<file path="src/rtl/clk_div_pkg.sv">
// Shared definitions for the programmable clock divider: ratio limits,
// high-phase arithmetic and the core state encoding.
package clk_div_pkg;

  localparam int DIV_MIN       = 2;
  localparam int DIV_W_DEFAULT = 16;

  typedef logic [DIV_W_DEFAULT-1:0] div_t;

  typedef enum logic [1:0] {
    IDLE  = 2'd0,
    RUN   = 2'd1,
    DRAIN = 2'd2
  } core_state_t;

  // Odd ratios put the extra cycle in the high phase.
  function automatic logic [31:0] div_high(input logic [31:0] d);
    return d - (d >> 1);
  endfunction

endpackage

</file>
<file path="src/rtl/clk_div_core.sv">
// Counter, phase compare and start/stop sequencing for the divider; the
// active ratio is supplied by the parent and only changes at period boundaries.
module clk_div_core
  import clk_div_pkg::*;
#(
  parameter int DIV_W = 16
) (
  input  logic             Clk_in,
  input  logic             reset,
  input  logic             enable,
  input  logic [DIV_W-1:0] div,
  output logic             clk_out,
  output logic             tick_rise,
  output logic             tick_fall,
  output logic             running,
  output logic             boundary
);

  core_state_t      state, state_next;
  logic [DIV_W-1:0] cnt, cnt_next, cnt_inc, high;
  logic             clk_next, at_end;

  assign high     = DIV_W'(div_high(32'(div)));
  assign cnt_inc  = cnt + DIV_W'(1);
  assign at_end   = (cnt == div - DIV_W'(1));
  assign running  = (state != IDLE);
  assign boundary = running && at_end;

  always_comb begin
    state_next = state;
    cnt_next   = cnt;
    clk_next   = clk_out;
    case (state)
      IDLE: begin
        if (enable) begin
          state_next = RUN;
          cnt_next   = '0;
          clk_next   = 1'b1;
        end
      end
      RUN, DRAIN: begin
        // A stop request only takes effect once the period has been completed.
        if (at_end) begin
          cnt_next   = '0;
          state_next = enable ? RUN : IDLE;
          clk_next   = enable;
        end else begin
          cnt_next   = cnt_inc;
          clk_next   = (cnt_inc < high);
          state_next = enable ? RUN : DRAIN;
        end
      end
      default: begin
        state_next = IDLE;
        cnt_next   = '0;
        clk_next   = 1'b0;
      end
    endcase
  end

  always_ff @(posedge Clk_in or negedge reset) begin
    if (!reset) begin
      state     <= IDLE;
      cnt       <= '0;
      clk_out   <= 1'b0;
      tick_rise <= 1'b0;
      tick_fall <= 1'b0;
    end else begin
      state     <= state_next;
      cnt       <= cnt_next;
      clk_out   <= clk_next;
      tick_rise <= !clk_out && clk_next;
      tick_fall <= clk_out && !clk_next;
    end
  end

endmodule

</file>
<file path="src/rtl/clk_div_prog.sv">
// Run-time programmable clock divider: ratio handshake with a one-deep shadow
// register, range check, and boundary-synchronous ratio update around the core.
module clk_div_prog
  import clk_div_pkg::*;
#(
  parameter int REF_CLK_HZ  = 50_000_000,
  parameter int OUT_CLK_HZ  = 1_000_000,
  parameter int DIV_W       = 16,
  parameter int DEFAULT_DIV = REF_CLK_HZ / OUT_CLK_HZ
) (
  input  logic             Clk_in,
  input  logic             reset,
  input  logic             enable,
  input  logic [DIV_W-1:0] div_val,
  input  logic             div_valid,
  output logic             div_ready,
  output logic             div_err,
  output logic             clk_out,
  output logic             tick_rise,
  output logic             tick_fall,
  output logic             running,
  output logic [DIV_W-1:0] div_active
);

  if (DEFAULT_DIV < DIV_MIN || longint'(DEFAULT_DIV) >= (longint'(1) << DIV_W)) begin : g_bad_default
    $error("clk_div_prog: DEFAULT_DIV out of range for DIV_W");
  end

  logic [DIV_W-1:0] shadow;
  logic             shadow_full, accept, val_ok, load, boundary;

  assign div_ready = !shadow_full;
  assign accept    = div_valid && div_ready;
  assign val_ok    = (div_val >= DIV_W'(DIV_MIN));
  // Idle dividers take the new ratio at once; running ones wait for the period end.
  assign load      = shadow_full && (boundary || !running);

  always_ff @(posedge Clk_in or negedge reset) begin
    if (!reset) begin
      shadow      <= '0;
      shadow_full <= 1'b0;
      div_active  <= DIV_W'(DEFAULT_DIV);
      div_err     <= 1'b0;
    end else begin
      div_err <= accept && !val_ok;
      if (load) begin
        div_active  <= shadow;
        shadow_full <= 1'b0;
      end
      if (accept && val_ok) begin
        shadow      <= div_val;
        shadow_full <= 1'b1;
      end
    end
  end

  clk_div_core #(
    .DIV_W(DIV_W)
  ) u_core (
    .Clk_in    (Clk_in),
    .reset     (reset),
    .enable    (enable),
    .div       (div_active),
    .clk_out   (clk_out),
    .tick_rise (tick_rise),
    .tick_fall (tick_fall),
    .running   (running),
    .boundary  (boundary)
  );

endmodule

</file>
<file path="config.mk">
export PLATFORM = sky130hd
export DESIGN_NAME = clk_div_prog
export DESIGN_NICKNAME = d
export VERILOG_FILES = /design/src/rtl/clk_div_pkg.sv /design/src/rtl/clk_div_core.sv /design/src/rtl/clk_div_prog.sv
export SDC_FILE = /design/constraint.sdc
export NUM_CORES = 1
export LEC_CHECK = 0
export ABC_AREA = 1
export ABC_CLOCK_PERIOD_IN_PS = 3800
export BUFFER_PORTS_ARGS = -buffer_cell sky130_fd_sc_hd__buf_2
export CAP_MARGIN = 5
export CORE_AREA = 5 5 92 94
export DETAILED_ROUTE_END_ITERATION = 6
export DIE_AREA = 0 0 97 99
export PLACE_DENSITY = 0.8
export SLEW_MARGIN = 25
export SYNTH_ARGS = -nofsm -noshare
export SYNTH_HDL_FRONTEND = slang
export SYNTH_SLANG_ARGS = --single-unit
</file>
<file path="constraint.sdc">
create_clock -name Clk_in -period 3.8 [get_ports Clk_in]
set_input_delay 0.57 -clock Clk_in [delete_from_list [all_inputs] [get_ports Clk_in]]
set_output_delay 0.57 -clock Clk_in [all_outputs]
set_load 0.01 [all_outputs]
</file>
* Word-level counts from Yosys, hierarchy flattened
Cells that the tools add are included.
Cells by class: reduce and logical (&&, ||, !) cells 17, mux-type cells 13, order comparisons 2, add/sub/neg operators 3, eq/ne operators 4
Operators with widths (number):
- 2-to-1 mux 16 bit | 2
- case mux 16 bit (2 select lines) | 1
- adder 16 x 1 -> 16 bit (second input constant) | 1
- == test 16 bit | 1
- >= comparator 16 x 2 -> 1 bit (second input constant) | 1
- less-than comparator 16 bit | 1
- subtractor 16 x 1 -> 16 bit (second input constant) | 1
- subtractor 16 x 15 -> 16 bit | 1
- logical AND 1 bit | 7
- 2-to-1 mux 2 bit | 3
- zero test 1 bit | 5
- 2-to-1 mux 1 bit | 5
- case mux 2 bit (2 select lines) | 1
- nonzero test 2 bit | 2
- == test 2 x 1 -> 1 bit (second input constant) | 1
- == test 2 bit (second input constant) | 1
- zero test 2 bit | 1
- != test 2 bit (second input constant) | 1
- case mux 1 bit (2 select lines) | 1
- OR reduction 2 bit | 1
- logical OR 1 bit | 1
Storage, ports and cells: output and inout bits 22, bits in registers 55, logic and storage cells 48, input port bits 20

* Depth between registers and ports, before layout
Gate-level depths: netlist of the first run.
depth after elaboration 7, mapped depth 25, depth with buffers taken out 25

* By module
From an unflattened synthesis of the first run, not the netlist that was laid out.
Unflattened totals: cells, all modules 644, area total of the unflattened synthesis 4677.0 µm²
By module, submodules not included:
- clk_div_core | sequential area each 525.5 µm², times used 1, cells each 484, area each 3274.4 µm²
- clk_div_prog | sequential area each 854.6 µm², times used 1, cells each 160, area each 1402.6 µm²

* Least setup slack after synthesis of the first run
No wires, ideal clock.
path type reg-to-reg, start register div_active[2], end register u_core.tick_rise, arrival time 3.047 ns, setup time 0.072 ns, required time 3.728 ns, clock period less this slack 3.119 ns, buffers on the path 0, slack 0.681 ns, cell stages (with the launch flop) 23, cells stage by stage dfrtp_1 -> inv_1 -> ha_1 -> inv_1 -> a21oi_1 -> o21ai_0 -> a21oi_1 -> inv_1 -> nand2_1 -> nand2_1 -> a21boi_0 -> o21ai_0 -> xor2_1 -> ha_1 -> a21oi_1 -> o21ai_0 -> a21oi_1 -> o21ai_0 -> nand2_1 -> nand3_1 -> nand2_1 -> nand2_1 -> nor2_1
Between the ends: cells in the longest elaborated chain, start to end 5, elaborated cells between the ends (all ways) 7, those cells by class 2 x add/sub; 1 x order compare; 1 x eq/ne; 2 x mux; 1 x reduce/logical
RTL lines:
- from (decl) | line clk_div_prog.sv:22 | output logic [DIV_W-1:0] div_active
- from (signal assigned) | line clk_div_prog.sv:42 | div_active <= DIV_W'(DEFAULT_DIV);
- from (signal assigned) | line clk_div_prog.sv:47 | div_active <= shadow;
- subtractor 16 x 15 -> 16 bit or subtractor 16 x 1 -> 16 bit (tied branches) | line clk_div_pkg.sv:18, clk_div_core.sv:25
- less-than comparator 16 bit or == test 16 bit (tied branches) | line clk_div_core.sv:49, clk_div_core.sv:25
- 2-to-1 mux 1 bit * | line clk_div_core.sv:43 | if (at_end) begin
- case mux 1 bit (2 select lines) * | line clk_div_core.sv:33 | case (state)
- logical AND 1 bit * | line clk_div_core.sv:72 | tick_rise <= !clk_out && clk_next;
- to (signal assigned) | line clk_div_core.sv:72
- to (decl) | line clk_div_core.sv:13 | output logic tick_rise,
Mark *: on every way between the ends. The rest lies on a longest branch, timed or not. A chain may end at the register's enable or synchronous reset.

* Final worst setup path of the first run
start register div_active[3], end register u_core.tick_rise
Same word-level chain as after synthesis.

==> impl_metrics.py, run 1 <==
metrics = {
    "timing": {
        "setup_viol_count_final": 0,
        "slew_violations": 0,
        "timing_worst_slew_pin_value_ns": 1.11,
        "max-slew-margin-rel": 0.259,
        "max_freq_mhz": 292,
        "unrepaired_setup_endpoints_after_global_routing": "false",
        "setup_tns_ns": 0,
        "fin_worst_hold_slack_ns": 0.301,
        "time_the_worst_path_needs_with_i_o_delays_and_setup_ns": 3.43,
        "skew_final_ns": 0.0115,
        "post-route-period-util": 0.902,
        "final-hold-violation-count": 0,
    },
    "routing": {
        "vias": 3881,
        "wirelength_um": 10000,
        "detail_route.first_pass.iterations": 6,
        "drt_drc_violations_left": 0,
        "vias_per_cell": 5.43,
        "avgRoutedWirePerCell_um": 14.0,
        "dr.first_iter.drc_count": 209,
        "ant_nets": 0,
    },
    "cts": {
        "number_of_buffers_created_by_cts": 5,
        "cts_root_buffer": "clkbuf_8",
        "cts_tree": "yes",
        "cts-htree-levels": 2,
        "clk_latency_ns": 0.32,
        "cts.sink_count": 55,
        "path_clk_slew_ns": 0.11,
        "ctsLongestPathBuffers": 2,
        "cts-hold-fix-buffers": 0,
    },
    "critical_path": {
        "crit_slowest_cell": "dfrtp_1",
        "worstPathBufferInverterCount": 3,
        "worstPathArrival_ns": 3.67,
        "r2r_start": "div_active[3]$_DFFE_PN0P_",
        "critical-path-max-stage-delay_ns": 0.39,
        "worstSetupStartpointType": "register",
        "critical-path-top-delay-family": "compound AO/OA/AOI/OAI gates",
        "criticalPathCategory": "reg -> reg",
        "timing.reg2reg.worst_path_depth": 22,
        "cells_along_the_critical_path": "inv_1 -> ha_1 -> inv_1 -> a21oi_1 -> o21ai_0 -> a21oi_1 -> inv_1 -> nand2_1 -> nand2_1 -> a21boi_1 -> o21ai_0 -> xor2_1 -> ha_1 -> a21oi_1 -> o21ai_0 -> a21oi_1 -> o21ai_0 -> nand2_1 -> nand3_1 -> nand2_1 -> nand2_1 -> nor2_1",
        "critical_path.reg2reg.endpoint": "u_core.tick_rise$_DFF_PN0_",
        "worst_ep_required_time_ns": 4.04,
        "critPathCaptureType": "register",
        "cell_repeated_most_along_the_worst_path": "nand2_1",
        "worst-path-max-fanout": 5,
        "setup.reg_to_reg.worst_slack_ns": 0.37,
    },
    "synthesis": {
        "syn-mean-instance-area_um2": 7.78,
        "synthFlopType": "dfrtp_1",
        "post_synthesis_cell_type_count": 34,
        "yosys.area.top_type": "dfrtp_1",
        "ys_top_cells_by_area": "dfrtp_1, ha_1, nand2_1",
        "ys.warnings.count": 0,
        "number_of_synthesized_flops_with_an_enable_pin": 0,
        "synth.yosys.seq_area_share": 0.312,
        "synthArstFlopShare": 1.00,
        "gate_count_after_technology_mapping": 569,
        "yosys_top_cell_area_share": 0.294,
        "postSynthRegisterBits": 55,
        "net_count_after_synthesis": 641,
        "syn-cell-area_mm2": 0.00443,
    },
    "global_routing": {
        "aggregate_global_route_resource_usage": 0.211,
        "number_of_antenna_violations_at_the_first_check_in_global_routing": 0,
        "grt_pass1_vias": 3645,
        "pin_count_of_the_biggest_net_entering_global_routing": 34,
        "gr-total-overflow": 0,
        "grt_pass1_wl_um": 16800,
    },
    "cells_and_area": {
        "finish.net_count": 684,
        "insertedDiodeCount": 0,
        "layout_cell_share_with_drive_strength_beyond_1": 0.166,
        "area_growth_pct": 8.76,
        "final_cells": 715,
    },
    "place": {
        "dp_cells": 707,
        "portBuffers": 41,
        "place_congestion": 0.963,
        "hpwl_um": 8160,
    },
    "floorplanning": {
        "core_area_mm2": 0.00757,
        "io_pins": 42,
        "initial_utilization": 0.585,
        "die_w_um": 97,
        "die_area_mm2": 0.00960,
        "placementRows": 32,
        "fp.dieH_um": 99,
    },
    "pwr": {
        "share_clk_of_total_power": 0.077,
        "power_density_mw_per_mm2": 910,
        "power.static_leakage_nw": 2.50,
        "power_frac_comb": 0.697,
        "sequentialPowerShare": 0.227,
        "internal_power_mw": 2.07,
        "total_power_mw": 4.38,
        "power.ir.vdd_worst_mv": 0.426,
        "power.switching_fraction": 0.527,
        "power_switching_mw": 2.31,
    },
    "status": {
        "outcome": "complete, no violations",
    },
    "job": {
        "cap_viol_max_count": 0,
    },
    "min_path": {
        "timing.hold.worst.class": "in -> async",
    },
}
## placed cells by master (no fill, tap or decap), types with 5 or more instances in the layout
cell type / Yosys / routed
o21ai_2: 13 / 13
nor2_1: 36 / 36
nor2_2: 6 / 6
xor2_1: 30 / 30
inv_1: 85 / 84
mux2_2: 16 / 16
nor3_1: 7 / 7
a21oi_1: 26 / 26
o21ai_0: 31 / 31
nand3_1: 45 / 45
buf_2: 2 / 41
nand2_2: 6 / 6
nand2_1: 119 / 119
xnor2_1: 6 / 6
dfrtp_1: 52 / 52
nand4_1: 11 / 11
ha_1: 51 / 51
clkbuf_8: 0 / 5
## flip-flops by register name (all words and copies together) (netlist names)
signal	flops
shadow_full	1
u_core.cnt	16
div_err	1
u_core.tick_rise	1
u_core.clk_out	1
u_core.state	2
div_active	16
u_core.tick_fall	1
shadow	16
## power by group through the flow
stage | clock (mW) | combinational, mW | sequential [mW]
6_report | 0.336 | 3.05 | 0.993
3_3_place_gp | 0 | 2.89 | 0.989
3_5_place_dp | 0 | 2.99 | 1.00
4_1_cts | 0.343 | 3.01 | 0.989
2_1_floorplan | 0 | 2.27 | 1.00
5_1_grt | 0.371 | 3.44 | 1.03
## what timing repair did
item / in CTS / in global routing
setup buffers: 0 / 0
resized for setup: 0 / 3
setup endpoints to repair: 0 / 3
## final cells by class
cell class                 count  area, um2
fill                         666       2750
multi-input combinational    420       2670
sequential                    55       1380
inverter                      87        327
timing repair buffer          43        220
tap                          102        128
clock buffer                   6       72.6
clock inverter                 2       16.3
## per-layer routing
metal | vias to the layer above | part of all wire | GRT usage
met3 | 12 | 0.056 | 0.0304
met5 | - | 0 | 0
met2 | 121 | 0.48 | 0.372
met4 | 0 | 0.016 | 0.0508
li1 | 1929 | - | -
met1 | 1819 | 0.45 | 0.273
## worst max-delay path by stage
stage | from | end | slack (ns) | depth (start not counted)
floorplan | div_active[2]$_DFFE_PN0P_ | u_core.tick_rise$_DFF_PN0_ | 0.68 | 22
global placement | div_active[2]$_DFFE_PN0P_ | u_core.tick_rise$_DFF_PN0_ | 0.51 | 22
detailed placement | div_active[2]$_DFFE_PN0P_ | u_core.tick_rise$_DFF_PN0_ | 0.36 | 22
CTS | div_active[2]$_DFFE_PN0P_ | u_core.tick_rise$_DFF_PN0_ | 0.31 | 22
global route | div_active[4]$_DFFE_PN1P_ | u_core.tick_rise$_DFF_PN0_ | 0.002 | 25
finish | div_active[3]$_DFFE_PN0P_ | u_core.tick_rise$_DFF_PN0_ | 0.37 | 22
## cells in the mapped netlist, types with 2 or more instances
cell type / number
clkbuf_1: 2
nor4_1: 3
buf_6: 3
nand3_1: 45
ha_1: 51
nand2_1: 119
xor2_1: 30
nand4_1: 11
nand2_2: 6
mux2_2: 16
inv_1: 85
o21ai_0: 31
xnor2_1: 6
o21bai_1: 2
buf_2: 2
inv_2: 2
o21ai_2: 13
nor2_1: 36
dfstp_2: 3
nor3_1: 7
nor2_2: 6
dfrtp_1: 52
a21boi_0: 2
a21oi_1: 26
## cells by family after synthesis
kind of cell | after synthesis | share of synthesized area
simple gates | 237 | 0.235
fa+ha+maj | 52 | 0.149
mux | 16 | 0.0407
xor+xnor | 36 | 0.0712
flops | 55 | 0.312
compound gates | 79 | 0.107
buf+inv | 94 | 0.0854
## metrics by stage
step	setup WS [ns]	util	cell area, um2
5_1_grt	0.00215	0.636	4810
3_3_place_gp	0.511	0.624	4720
6_report	0.372	0.636	4810
4_1_cts	0.309	0.636	4810
2_1_floorplan	0.681	-	4430
3_5_place_dp	0.358	0.624	4720
Note: power is estimated with default switching activity, not from simulation.
==> run 2, diff against run 1 <==
Settings changed: CORE_AREA 5 5 92 94 to 5 5 94 96, DIE_AREA 0 0 97 99 to 0 0 99 101, SYNTH_HIERARCHICAL from default to 1.
==> run 2 against run 1 <==
First-iteration DRC count rose by 7.2%; sequential power about the same; largest power group unchanged; clock skew is essentially flat; register-to-register slack worse by 0.07 ns; combinational power grew 2%; synthesized cell count is 13% higher; clock-buffer cell count fell by 1; synthesized area up 5.7%.
==> impl_metrics.py, run 2 <==
metrics = {
    "status": {
        "outcome": "complete, no violations",
    },
    "timing": {
        "time_the_worst_path_needs_with_i_o_delays_and_setup_ns": 3.50,
        "max_freq_mhz": 286,
        "final_critical_path_setup_slack_ns": 0.302,
        "timing_worst_slew_pin_value_ns": 0.686,
        "final-hold-violation-count": 0,
        "skew_final_ns": 0.0117,
        "setup_viol_count_final": 0,
        "max-slew-margin-rel": 0.543,
        "slew_violations": 0,
        "unrepaired_setup_endpoints_after_global_routing": "false",
        "post-route-period-util": 0.920,
        "setup_tns_ns": 0,
    },
    "floorplanning": {
        "io_pins": 42,
        "placementRows": 33,
        "fp.dieH_um": 101,
        "initial_utilization": 0.587,
        "die_area_mm2": 0.0100,
        "core_area_mm2": 0.00797,
        "die_w_um": 99,
    },
    "cells_and_area": {
        "finish.net_count": 757,
        "commonest_cells_after_routing_fill_and_taps_aside": "nand2_1, inv_1, nand3_1",
        "mostFrequentLayoutCell": "nand2_1",
        "area_growth_pct": 8.40,
        "multiInputGateArea_mm2": 0.00292,
        "insertedDiodeCount": 0,
        "biggestRegsByFlops": "div_active: 16 flops, shadow: 16 flops, u_core/cnt: 16 flops",
        "seq_area_mm2": 0.00138,
        "layout_cell_share_with_drive_strength_beyond_1": 0.138,
        "nFillCells": 713,
    },
    "global_routing": {
        "gr-total-overflow": 0,
        "pin_count_of_the_biggest_net_entering_global_routing": 56,
        "grt_pass1_vias": 4141,
        "grt_pass1_wl_um": 18300,
        "aggregate_global_route_resource_usage": 0.223,
        "number_of_antenna_violations_at_the_first_check_in_global_routing": 0,
    },
    "critical_path": {
        "critical_path.reg2reg.endpoint": "u_core/tick_rise$_DFF_PN0_",
        "r2r_start": "div_active[2]$_DFFE_PN0P_",
        "path_depth": 20,
        "worstPathBufferInverterCount": 2,
        "critPathCaptureType": "register",
        "critical-path-top-delay-family": "compound AO/OA/AOI/OAI gates",
        "worstPathArrival_ns": 3.74,
        "cells_along_the_critical_path": "inv_1 -> ha_1 -> inv_1 -> nand2_1 -> o21ai_1 -> a21oi_1 -> o21ai_1 -> a21boi_1 -> o21ai_1 -> xor2_1 -> ha_1 -> a21oi_1 -> o21ai_0 -> a21oi_1 -> nand2_1 -> nand2_2 -> nand3_2 -> nand2_2 -> nand2_2 -> nor2_2",
        "worst_ep_required_time_ns": 4.05,
        "timing.reg2reg.worst_path_depth": 20,
        "critical-path-max-stage-delay_ns": 0.44,
        "criticalPathCategory": "reg -> reg",
        "setup.reg_to_reg.worst_slack_ns": 0.30,
        "crit_slowest_cell": "dfrtp_1",
        "worstSetupStartpointType": "register",
        "worst-path-max-fanout": 5,
    },
    "cts": {
        "cts_tree": "yes",
        "cts-htree-levels": 2,
        "path_clk_slew_ns": 0.11,
        "number_of_buffers_created_by_cts": 5,
        "cts.sink_count": 55,
        "ctsLongestPathBuffers": 2,
        "clk_latency_ns": 0.31,
        "cts_root_buffer": "clkbuf_8",
        "cts_setup_buffers": 0,
    },
    "routing": {
        "ant_nets": 0,
        "wirelength_um": 11000,
        "dr.first_iter.drc_count": 224,
        "detail_route.first_pass.iterations": 5,
        "avgRoutedWirePerCell_um": 13.9,
        "drt_drc_violations_left": 0,
        "vias": 4251,
        "vias_per_cell": 5.37,
    },
    "synthesis": {
        "yosys_top_cell_area_share": 0.278,
        "net_count_after_synthesis": 716,
        "synth_top_cells_by_count": "nand2_1, inv_1, nand3_1",
        "synthMostInstantiatedCell": "nand2_1",
        "post_synthesis_cell_type_count": 49,
        "synthFlopType": "dfrtp_1",
        "postSynthRegisterBits": 55,
        "number_of_synthesized_flops_with_an_enable_pin": 0,
        "ys_top_cells_by_area": "dfrtp_1, nand2_1, ha_1",
        "synthArstFlopShare": 1.00,
        "ys.warnings.count": 6,
        "syn-mean-instance-area_um2": 7.26,
        "yosys.area.top_type": "dfrtp_1",
        "synth.yosys.seq_area_share": 0.295,
        "gate_count_after_technology_mapping": 644,
        "syn-cell-area_mm2": 0.00468,
    },
    "pwr": {
        "power.static_leakage_nw": 2.75,
        "power_density_mw_per_mm2": 876,
        "power.ir.vdd_worst_mv": 0.381,
        "total_power_mw": 4.44,
    },
    "place": {
        "portBuffers": 41,
        "hpwl_um": 8900,
        "place_congestion": 0.924,
        "place_worst_setup_slack_ns": 0.304,
    },
    "job": {
        "cap_viol_max_count": 0,
    },
    "min_path": {
        "timing.hold.worst.class": "in -> async",
    },
}
[run 2: cell count changes in the layout (fill, tap and decap cells not counted), sizes merged, moves of 2 or more]
| cell | change |
|---|---|
| nand2 | +71 |
| inv | +2 |
| mux2 | -16 |
| nand3 | +17 |
| nor2 | +9 |
| o211ai | +2 |
| nand4 | -4 |
| nor4 | -2 |
| nand3b | +3 |
| clkinv | +3 |
| o21ai | -16 |
[run 2: stage by stage]
stage	utilization	hold slack (ns)	cells	area [um2]
detailed placement	0.624	0.457	783	4970
floorplan	-	0.274	644	4680
CTS	0.635	0.399	791	5060
finish	0.636	0.361	791	5070
global placement	0.624	0.452	783	4970
global route	0.636	0.435	791	5070
[run 2: worst max-delay path by stage]
stage / from / to / slack [ns]
floorplan: div_active[2]$_DFFE_PN0P_ / u_core/tick_rise$_DFF_PN0_ / 0.71
global placement: div_active[3]$_DFFE_PN0P_ / u_core/tick_rise$_DFF_PN0_ / 0.50
detailed placement: div_active[2]$_DFFE_PN0P_ / u_core/tick_rise$_DFF_PN0_ / 0.30
CTS: div_active[2]$_DFFE_PN0P_ / u_core/tick_rise$_DFF_PN0_ / 0.27
global route: div_active[2]$_DFFE_PN0P_ / u_core/clk_out$_DFF_PN0_ / 0.02
finish: div_active[2]$_DFFE_PN0P_ / u_core/tick_rise$_DFF_PN0_ / 0.30
[run 2: what timing repair did]
action	4_1_cts	5_1_grt
setup endpoints to repair	0	3
gates resized for setup	0	2
hold buffers	0	0
[run 2: kinds of logic after synthesis]
kind of cell    share of synthesized area
xor+xnor                           0.0744
flops                               0.295
fa+ha+maj                           0.141
compound gates                     0.0816
buf+inv                            0.0827
simple gates                        0.326
[run 2: area by class of cell]
class / instances / area share
Inverter: 90 / 0.0666
Multi-Input combinational cell: 491 / 0.575
Clock inverter: 3 / 0.00444
Clock buffer: 5 / 0.0136
Tap cell: 105 / 0.0259
Timing Repair Buffer: 42 / 0.0420
Sequential cell: 55 / 0.272
[run 2: power breakdown]
group	switching [mW]	internal (mW)
registers	0.213	0.790
logic	1.98	1.12
clock network	0.208	0.133
total	2.40	2.04
[run 2: metal layers]
| metal | wire length (um) | GRT usage |
|---|---|---|
| met1 | 4800 | 0.269 |
| met2 | 5400 | 0.400 |
| met3 | 496 | 0.0325 |
| met4 | 299 | 0.0893 |
| met5 | 0 | 0 |
==> run 3, diff against run 2 <==
Settings changed: ABC_CLOCK_PERIOD_IN_PS 3800 to 3500.
Clock period 3.8 ns to 3.5 ns, I/O delays scaled along.
==> run 3 against run 2 <==
Register-to-register slack got worse by 0.11 ns; routed wire length increased by 1.1%; clock power increased by 8.8%; worst setup slack got worse by 0.11 ns; first-iteration DRC count decreased by 44%; cell area increased by 2.1%; non-clock buffer count increased by 8; largest cell class unchanged.
==> impl_metrics.py, run 3 (synthesized netlist as in run 2, its figures left out) <==
metrics = {
    "cts": {
        "ctsLongestPathBuffers": 2,
        "cts-htree-levels": 2,
        "number_of_buffers_created_by_cts": 5,
        "path_clk_slew_ns": 0.11,
        "cts_root_buffer": "clkbuf_8",
        "cts_tree": "yes",
        "cts.sink_count": 55,
        "clk_latency_ns": 0.32,
        "cts-hold-fix-buffers": 0,
    },
    "timing": {
        "slew_violations": 0,
        "post-route-period-util": 0.944,
        "time_the_worst_path_needs_with_i_o_delays_and_setup_ns": 3.30,
        "setup_viol_count_final": 0,
        "max_freq_mhz": 303,
        "skew_final_ns": 0.0176,
        "max-slew-margin-rel": 0.534,
        "final-hold-violation-count": 0,
        "final_critical_path_setup_slack_ns": 0.197,
        "timing_worst_slew_pin_value_ns": 0.699,
    },
    "critical_path": {
        "critical-path-top-delay-family": "compound AO/OA/AOI/OAI gates",
        "critical-path-max-stage-delay_ns": 0.45,
        "criticalPathCategory": "reg -> reg",
        "cell_repeated_most_along_the_worst_path": "nand2_1",
        "worstPathArrival_ns": 3.55,
        "crit_slowest_cell": "dfrtp_1",
        "worstPathBufferInverterCount": 2,
        "worst_ep_required_time_ns": 3.74,
        "worstSetupStartpointType": "register",
        "cells_along_the_critical_path": "inv_1 -> ha_1 -> inv_1 -> a21oi_1 -> o21ai_2 -> a21oi_2 -> o21ai_2 -> a21boi_2 -> o21ai_1 -> nand2_1 -> nand2_1 -> nand2_1 -> nand2_1 -> ha_1 -> a21oi_1 -> o21ai_0 -> a21oi_1 -> nand2_1 -> nand2_2 -> nand3_2 -> nand2_2 -> nand2_2 -> nor2_2",
        "critPathCaptureType": "register",
        "worst-path-max-fanout": 5,
        "setup.reg_to_reg.worst_slack_ns": 0.20,
    },
    "place": {
        "place_worst_setup_slack_ns": 0.144,
        "hpwl_um": 8960,
        "portBuffers": 41,
        "dpl-instance-area_mm2": 0.00502,
        "place_congestion": 0.896,
    },
    "routing": {
        "vias": 4251,
        "dr.first_iter.drc_count": 126,
        "drt_drc_violations_left": 0,
        "wirelength_um": 11100,
        "detail_route.first_pass.iterations": 5,
        "ant_nets": 0,
        "vias_per_cell": 5.32,
        "avgRoutedWirePerCell_um": 13.9,
    },
    "global_routing": {
        "number_of_antenna_violations_at_the_first_check_in_global_routing": 0,
        "gr-usage-met2": 0.420,
        "grt_pass1_vias": 4075,
        "groute.layer.met3.usage": 0.0360,
        "met1_usage": 0.280,
        "gr-total-overflow": 0,
        "grt_pass1_wl_um": 18600,
        "layer_with_the_highest_usage_after_global_routing": "met2",
        "pin_count_of_the_biggest_net_entering_global_routing": 31,
        "aggregate_global_route_resource_usage": 0.228,
    },
    "min_path": {
        "timing.hold.worst.class": "in -> async",
    },
    "pwr": {
        "power.ir.vdd_worst_mv": 0.421,
        "power.static_leakage_nw": 2.80,
        "power_density_mw_per_mm2": 970,
    },
    "floorplanning": {
        "placementRows": 33,
        "io_pins": 42,
        "initial_utilization": 0.587,
        "core_area_mm2": 0.00797,
        "fp.dieH_um": 101,
        "die_w_um": 99,
        "die_area_mm2": 0.0100,
    },
    "cells_and_area": {
        "finish.net_count": 765,
        "nFillCells": 702,
        "multiInputGateArea_mm2": 0.00296,
        "insertedDiodeCount": 0,
        "biggestRegsByFlops": "div_active: 16 flops, shadow: 16 flops, u_core/cnt: 16 flops",
        "mostFrequentLayoutCell": "nand2_1",
        "area_growth_pct": 10.7,
        "postLayoutCellArea_mm2": 0.00518,
        "layout_cell_share_with_drive_strength_beyond_1": 0.161,
        "seq_area_mm2": 0.00138,
        "commonest_cells_after_routing_fill_and_taps_aside": "nand2_1, inv_1, nand3_1",
    },
    "job": {
        "cap_viol_max_count": 0,
    },
    "status": {
        "outcome": "complete, no violations",
    },
}
-- run 3: cell count changes in the layout (fill, tap and decap cells not counted), sizes merged --
| cell | change |
|---|---|
| buf | +8 |
-- run 3: cell type report --
cell class / instances / area share
Inverter: 90 / 0.0652
Clock buffer: 5 / 0.0133
Tap cell: 105 / 0.0254
Clock inverter: 3 / 0.00435
Timing Repair Buffer: 50 / 0.0527
Sequential cell: 55 / 0.267
Multi-Input combinational cell: 491 / 0.572
-- run 3: routing by layer --
| layer | vias to the layer above | part of all wire |
|---|---|---|
| li1 | 2155 | - |
| met1 | 1973 | 0.42 |
| met2 | 109 | 0.51 |
| met3 | 14 | 0.057 |
| met4 | 0 | 0.013 |
| met5 | - | 0 |
-- run 3: per-stage QoR --
stage | cells | TNS [ns] | utilization | hold WS (ns) | power, mW
floorplan | 644 | 0 | - | 0.229 | 3.57
global placement | 789 | 0 | 0.630 | 0.449 | 4.36
detailed placement | 789 | 0 | 0.630 | 0.459 | 4.47
CTS | 797 | 0 | 0.641 | 0.264 | 4.86
global route | 799 | -0.0251 | 0.650 | 0.298 | 5.54
finish | 799 | 0 | 0.650 | 0.235 | 5.02
-- run 3: repair_timing --
item | in CTS | in global routing
resized for setup | 0 | 13
setup endpoints to repair | 0 | 3
setup buffers | 0 | 2
-- run 3: final timing paths --
kind,from,cells after the start,endpoint
min,reset,1,u_core/cnt[2]$_DFFE_PN0P_
max in group asynchronous,reset,2,div_active[5]$_DFFE_PN1P_
max,div_active[2]$_DFFE_PN0P_,23,u_core/tick_rise$_DFF_PN0_
min reg2reg,shadow[3]$_DFFE_PN0P_,2,shadow[3]$_DFFE_PN0P_
max reg2reg,div_active[2]$_DFFE_PN0P_,23,u_core/tick_rise$_DFF_PN0_
min in group Clk_in,div_val[0],3,shadow[0]$_DFFE_PN0P_
-- run 3: power by group --
part | leakage, nW | switching, mW | internal [mW]
Clock | 0.0485 | 0.226 | 0.144
Sequential | 0.704 | 0.192 | 0.858
Combinational | 2.05 | 2.26 | 1.34
